File: src/rtl/decoder_scan_n_if.sv
// rtl/decoder_scan_n_if.sv - select, enable, scan-control and decode signals of decoder_scan_n
interface decoder_scan_n_if #(
  parameter int ADDR_W  = 3,
  parameter int DWELL_W = 8
);
  localparam int OUT_N = 1 << ADDR_W;

  // control side
  logic [ADDR_W-1:0]  DataIn;
  logic               E1;
  logic               E2;
  logic               E3;
  logic [1:0]         Mode;
  logic [DWELL_W-1:0] Dwell;
  logic               Start;

  // decode side
  logic [OUT_N-1:0]   Dataout;
  logic [ADDR_W-1:0]  Index;
  logic               Busy;
  logic               Done;

  modport master (
    output DataIn, E1, E2, E3, Mode, Dwell, Start,
    input  Dataout, Index, Busy, Done
  );

  modport slave (
    input  DataIn, E1, E2, E3, Mode, Dwell, Start,
    output Dataout, Index, Busy, Done
  );
endinterface

File: src/rtl/decoder_scan_n.sv
// rtl/decoder_scan_n.sv - registered active-low N-way decoder with built-in scan and sweep sequencer
module decoder_scan_n #(
  parameter int ADDR_W  = 3,
  parameter int DWELL_W = 8
) (
  input  logic             Clk,
  input  logic             Reset,
  decoder_scan_n_if.slave  bus
);
  localparam int OUT_N = 1 << ADDR_W;

  localparam logic [1:0] MODE_DIRECT = 2'b00;
  localparam logic [1:0] MODE_SCAN   = 2'b01;
  localparam logic [1:0] MODE_SWEEP  = 2'b10;

  localparam logic [ADDR_W-1:0] LAST_IDX = ADDR_W'(OUT_N - 1);

  typedef enum logic [1:0] {
    S_IDLE,
    S_SWEEP,
    S_FINISH
  } state_t;

  state_t             state_q, state_d;
  logic [ADDR_W-1:0]  idx_q, idx_d;
  logic [DWELL_W-1:0] cnt_q, cnt_d;
  logic [DWELL_W-1:0] lim_q, lim_d;
  logic [OUT_N-1:0]   dout_q, dout_d;
  logic               busy_q, busy_d;
  logic               done_q, done_d;
  logic [1:0]         mode_q;

  logic [1:0]         mode_eff;
  logic               mode_chg;
  logic               en;
  logic               dwell_end;

  // Single zero at position i, everything else high.
  function automatic logic [OUT_N-1:0] onecold(input logic [ADDR_W-1:0] i);
    logic [OUT_N-1:0] v;
    v    = '1;
    v[i] = 1'b0;
    return v;
  endfunction

  // Last counter value of a channel; a dwell of zero behaves like one.
  function automatic logic [DWELL_W-1:0] lim_of(input logic [DWELL_W-1:0] d);
    return (d == '0) ? '0 : d - DWELL_W'(1);
  endfunction

  // The reserved mode code behaves as direct, so 00<->11 is not a mode change.
  assign mode_eff  = (bus.Mode == 2'b11) ? MODE_DIRECT : bus.Mode;
  assign mode_chg  = (mode_eff != mode_q);
  assign en        = !bus.E1 && !bus.E2 && bus.E3;
  assign dwell_end = (cnt_q == lim_q);

  // State, channel, dwell and output registers.
  always_ff @(posedge Clk or posedge Reset) begin
    if (Reset) begin
      state_q <= S_IDLE;
      idx_q   <= '0;
      cnt_q   <= '0;
      lim_q   <= '0;
      dout_q  <= '1;
      busy_q  <= 1'b0;
      done_q  <= 1'b0;
      mode_q  <= MODE_DIRECT;
    end else begin
      state_q <= state_d;
      idx_q   <= idx_d;
      cnt_q   <= cnt_d;
      lim_q   <= lim_d;
      dout_q  <= dout_d;
      busy_q  <= busy_d;
      done_q  <= done_d;
      mode_q  <= mode_eff;
    end
  end

  // Next channel, dwell count, sweep state and decoded outputs for the coming edge.
  always_comb begin
    state_d = state_q;
    idx_d   = idx_q;
    cnt_d   = cnt_q;
    lim_d   = lim_q;
    dout_d  = '1;
    busy_d  = busy_q;
    done_d  = 1'b0;

    // A mode change abandons any sweep silently and restarts dwell timing.
    if (mode_chg) begin
      state_d = S_IDLE;
      busy_d  = 1'b0;
      cnt_d   = '0;
      lim_d   = lim_of(bus.Dwell);
    end

    case (mode_eff)
      MODE_SCAN: begin
        if (mode_chg) begin
          idx_d = '0;
          if (en) dout_d = onecold('0);
        end else if (en) begin
          if (dwell_end) begin
            idx_d = idx_q + ADDR_W'(1);
            cnt_d = '0;
            lim_d = lim_of(bus.Dwell);
          end else begin
            cnt_d = cnt_q + DWELL_W'(1);
          end
          dout_d = onecold(idx_d);
        end
      end

      MODE_SWEEP: begin
        if (mode_chg) begin
          // Arriving in sweep mode lands in IDLE; a Start on this edge is not taken.
          idx_d = '0;
        end else begin
          case (state_q)
            S_IDLE: begin
              if (bus.Start && en) begin
                state_d = S_SWEEP;
                idx_d   = '0;
                cnt_d   = '0;
                lim_d   = lim_of(bus.Dwell);
                busy_d  = 1'b1;
                dout_d  = onecold('0);
              end
            end
            S_SWEEP: begin
              // With enables off the sweep pauses in place.
              if (en) begin
                if (dwell_end) begin
                  if (idx_q == LAST_IDX) begin
                    state_d = S_FINISH;
                    idx_d   = '0;
                    cnt_d   = '0;
                    busy_d  = 1'b0;
                    done_d  = 1'b1;
                  end else begin
                    idx_d  = idx_q + ADDR_W'(1);
                    cnt_d  = '0;
                    lim_d  = lim_of(bus.Dwell);
                    dout_d = onecold(idx_d);
                  end
                end else begin
                  cnt_d  = cnt_q + DWELL_W'(1);
                  dout_d = onecold(idx_q);
                end
              end
            end
            S_FINISH: begin
              state_d = S_IDLE;
            end
            default: begin
              state_d = S_IDLE;
              busy_d  = 1'b0;
            end
          endcase
        end
      end

      default: begin
        idx_d = bus.DataIn;
        if (en) dout_d = onecold(bus.DataIn);
      end
    endcase
  end

  assign bus.Dataout = dout_q;
  assign bus.Index   = idx_q;
  assign bus.Busy    = busy_q;
  assign bus.Done    = done_q;
endmodule

File: src/flat_wrapper.sv
// flat-port wrapper written by rule: the top's interface ports become plain ports
module decoder_scan_n_flat 
#(
  parameter int ADDR_W  = 3,
  parameter int DWELL_W = 8
)
  (Clk, Reset, bus_DataIn, bus_E1, bus_E2, bus_E3, bus_Mode, bus_Dwell, bus_Start, bus_Dataout, bus_Index, bus_Busy, bus_Done);
  decoder_scan_n_if #(.ADDR_W(ADDR_W), .DWELL_W(DWELL_W)) bus_i ();
  input  logic Clk;
  input  logic Reset;
  input wire logic [$bits(bus_i.DataIn)-1:0] bus_DataIn;
  input wire logic [$bits(bus_i.E1)-1:0] bus_E1;
  input wire logic [$bits(bus_i.E2)-1:0] bus_E2;
  input wire logic [$bits(bus_i.E3)-1:0] bus_E3;
  input wire logic [$bits(bus_i.Mode)-1:0] bus_Mode;
  input wire logic [$bits(bus_i.Dwell)-1:0] bus_Dwell;
  input wire logic [$bits(bus_i.Start)-1:0] bus_Start;
  output wire logic [$bits(bus_i.Dataout)-1:0] bus_Dataout;
  output wire logic [$bits(bus_i.Index)-1:0] bus_Index;
  output wire logic [$bits(bus_i.Busy)-1:0] bus_Busy;
  output wire logic [$bits(bus_i.Done)-1:0] bus_Done;
  assign bus_i.DataIn = bus_DataIn;
  assign bus_i.E1 = bus_E1;
  assign bus_i.E2 = bus_E2;
  assign bus_i.E3 = bus_E3;
  assign bus_i.Mode = bus_Mode;
  assign bus_i.Dwell = bus_Dwell;
  assign bus_i.Start = bus_Start;
  assign bus_Dataout = bus_i.Dataout;
  assign bus_Index = bus_i.Index;
  assign bus_Busy = bus_i.Busy;
  assign bus_Done = bus_i.Done;
  decoder_scan_n #(.ADDR_W(ADDR_W), .DWELL_W(DWELL_W)) u_core (.Clk(Clk), .Reset(Reset), .bus(bus_i));
endmodule
File: config.mk
export PLATFORM = sky130hd
export DESIGN_NAME = decoder_scan_n_flat
export DESIGN_NICKNAME = d
export VERILOG_FILES = /design/src/rtl/decoder_scan_n_if.sv /design/src/rtl/decoder_scan_n.sv /design/src/flat_wrapper.sv
export SDC_FILE = /design/constraint.sdc
export NUM_CORES = 1
export LEC_CHECK = 0
export CAP_MARGIN = 20
export CORE_UTILIZATION = 39
export CTS_BUF_LIST = sky130_fd_sc_hd__clkbuf_4 sky130_fd_sc_hd__clkbuf_8 sky130_fd_sc_hd__clkbuf_16
export CTS_CLUSTER_SIZE = 10
export DETAILED_ROUTE_END_ITERATION = 10
export PLACE_DENSITY = 0.64
export RECOVER_POWER = 25
export SKIP_CTS_REPAIR_TIMING = 1
export SLEW_MARGIN = 20
export SYNTH_ARGS = -nofsm -noshare
export SYNTH_HDL_FRONTEND = slang
export SYNTH_SLANG_ARGS = --single-unit
export TNS_END_PERCENT = 50
File: constraint.sdc
create_clock -name Clk -period 4.1 [get_ports Clk]
set_input_delay 1.025 -clock Clk [delete_from_list [all_inputs] [get_ports Clk]]
set_output_delay 1.025 -clock Clk [all_outputs]
set_load 0.005 [all_outputs]
==> impl_results.md <==
* Total number of vias at approximately 2600
* Vias in the first global route at about 2500
* Most numerous cell in the Yosys netlist: nand2_1
* Fin cells at 426
* DRC at 1
* Achievable Freq at 0.298 GHz
* Yosys top cell area share at 23.4%
* Drt first pass iters at 8
* FP Rows at 29
* Post-synth ARST share at between 90% and 100%
* TritonCTS clock tree: yes
* Synth area leader: dfrtp_1
* Post-Route Setup TNS at 0 ns
* Required @ worst endpoint at approximately 4.3 ns
* Clk buf depth at 2
* Synth unique cells at 62
* Die Y at 84.8 um
* Synth area leaders: dfrtp_1 23%, dfstp_2 7.9%, xnor2_1 5.2%
* Worst-path fanout max at 11
* Root buf cell: clkbuf_8
* Initial antenna violation count at 0
* CP Launch Type: primary input
* Violated checks: design-rule violations
* Total track usage at 22.5%
* Final Hold Vio Count at 0
* Per-cell routed wire length at 17.9 um
* Top FF cell, synth: dfrtp_1
* Die area at 7190 um2
* FF+latch area at 836 um2
* Clock Sinks at 33
* Routed WL at 7610 um
* Crit path time final at 3.36 ns
* Worst Tran Pin Value at between 0.8 and 0.9 ns
* Synth cell count leaders: 33 x nand2_1, 25 x dfrtp_1, 24 x nor2_1, 17 x a21oi_1, 16 x xnor2_1
* Diode count at 0
* Cells after synthesis at 323
* Status: finished, violations left
* Nets at between 300 and 400
* Reg clk slew, reported paths at roughly 0.080 ns
* First-pass GRT wire length at 12600 um
* Core region area at ~6500 um2
* Drt via density at 6.21
* RSZ-0062 raised after global routing: no
* Slew Limit Fails at 0
* Share of layout cells above drive strength 1 at 10.9%
* GPL Wtd Cong at 0.972
* IO Pins at 32
* Utilization after layout at 47.9%
* Crit Path Category: primary input to flop
* Worst setup EP type: flop
* DP Area at 3020 um2
* CP arrival at ~3.5 ns
* Die width at 84.8 um
* Setup violators final at 0
* Largest net degree at the start of global routing at 20
* Synth Register Bits at 33
* Final hold slack at 0.514 ns
* Post-synth EDFFs at 0
* Finished Cell Area at 3110 um2
* Worst vdd rail ir drop at 131 uV
* Initial DRC count at 198
* IO buf count at 31
* Starting Density at roughly two fifths
* Mapped Area at 2680 um2
* Grt ovf at 0
* Routed Antenna Nets at 0
* Detail Placement HPWL at 5700 um
* Clock buffer count from CTS at 5
* Leakage at 1.20 nW
* Clk_lat worst skew at 0.29 ns
* Area Overhead vs Synth at 16.3%
* Multi-input logic area at 1680 um2
* Placed Cells at 418
* Pwr Density at 311 nW/um2
* Max cap viols at 0
* Tcrit/Tclk final at 82.0%
* Register area share after synthesis at 31.2%
* Fill cells at ~650
* Syn nets at 349
* Avg Cell Area, Syn at approximately 8.3 um2
* H-tree depth at 2
* Slew headroom at 45.5%
* Setup Skew at 0.00806 ns
* HP Class: flop to flop
* YS warnings at 0
cell families after synthesis:
| group | synth area share, % |
|---|---|
| adder cells (fa/ha/maj) | 3.27 |
| buffers and inverters | 6.08 |
| AO/OA/AOI/OAI | 26.1 |
| flip-flops | 31.2 |
| XOR/XNOR | 6.55 |
| multiplexers | 2.06 |
| AND/OR/NAND/NOR | 24.7 |
per-stage QoR:
step	total power, mW	worst slack (ns)
detailed placement	0.723	0.519
global route	1.03	0.590
CTS	0.974	0.828
finish	0.968	0.740
global placement	0.725	0.554
floorplan	0.613	1.36
flip-flops by register name (all words and copies together) (netlist names):
register,cells
u_core.bus.Busy,1
u_core.bus.Done,1
u_core.lim_q,8
u_core.bus.Index,3
u_core.cnt_q,8
u_core.mode_q,2
u_core.state_q,2
u_core.bus.Dataout,8
cell type report:
class                   instances  share of cell area [%]
multi-input cells             256                    53.9
flip-flops and latches         33                    26.9
repair buffers                 38                    11.7
well taps                      77                    3.10
clock buffers                   5                    2.21
inverters                      14                    1.69
clock inverters                 3                   0.563
power breakdown:
| group | total, mW | leakage, nW | internal, mW | switching [mW] |
|---|---|---|---|---|
| clock | 0.246 | 0.0439 | 0.117 | 0.128 |
| combinational | 0.330 | 0.741 | 0.134 | 0.196 |
| sequential | 0.392 | 0.417 | 0.359 | 0.0334 |
critical path, cell delays in order:
cell,delay (ns)
dlygate4sd3_1,0.56
ha_1,0.35
xor2_1,0.23
nor3_1,0.49
nor2_1,0.12
o22ai_1,0.37
mux2_2,0.39
metal layers:
| layer | part of all wire, % | global-route usage, % | wire (um) |
|---|---|---|---|
| met4 | 3.6 | 10.8 | 271 |
| met3 | 6.3 | 4.47 | 477 |
| met2 | 46 | 35.6 | 3520 |
| met1 | 44 | 29.8 | 3340 |
| met5 | 0 | 0 | 0 |
worst paths after layout:
| kind | start | to | slack [ns] | cells after the start |
|---|---|---|---|---|
| setup / recovery | bus_Mode[0] | u_core.bus.Index[2] | 0.74 | 7 |
| hold / removal | u_core.bus.Busy | u_core.bus.Busy | 0.51 | 2 |
| setup reg to reg | u_core.bus.Index[0] | u_core.bus.Dataout[2] | 1.48 | 6 |
| hold reg to reg | u_core.bus.Busy | u_core.bus.Busy | 0.51 | 2 |
| max in group asynchronous | Reset | u_core.lim_q[6] | 2.14 | 3 |
| min in group asynchronous | Reset | u_core.cnt_q[2] | 1.32 | 2 |
cell usage in the layout (no fill, tap or decap), types with 5 or more instances in the layout:
master           count
a21oi_1             17
a221oi_1             5
a22o_1               5
a31oi_1             13
and2_1               7
and3_1               7
buf_4                7
clkbuf_8             5
clkdlybuf4s50_1     29
dfrtp_1             25
dfstp_2              8
ha_1                 7
inv_1               14
nand2_1             33
nand3_1             10
nor2_1              24
nor3_1              11
nor4_1               5
o21ai_0             14
o31ai_1              5
xnor2_1             16
Note: power is estimated with default switching activity, not from simulation.
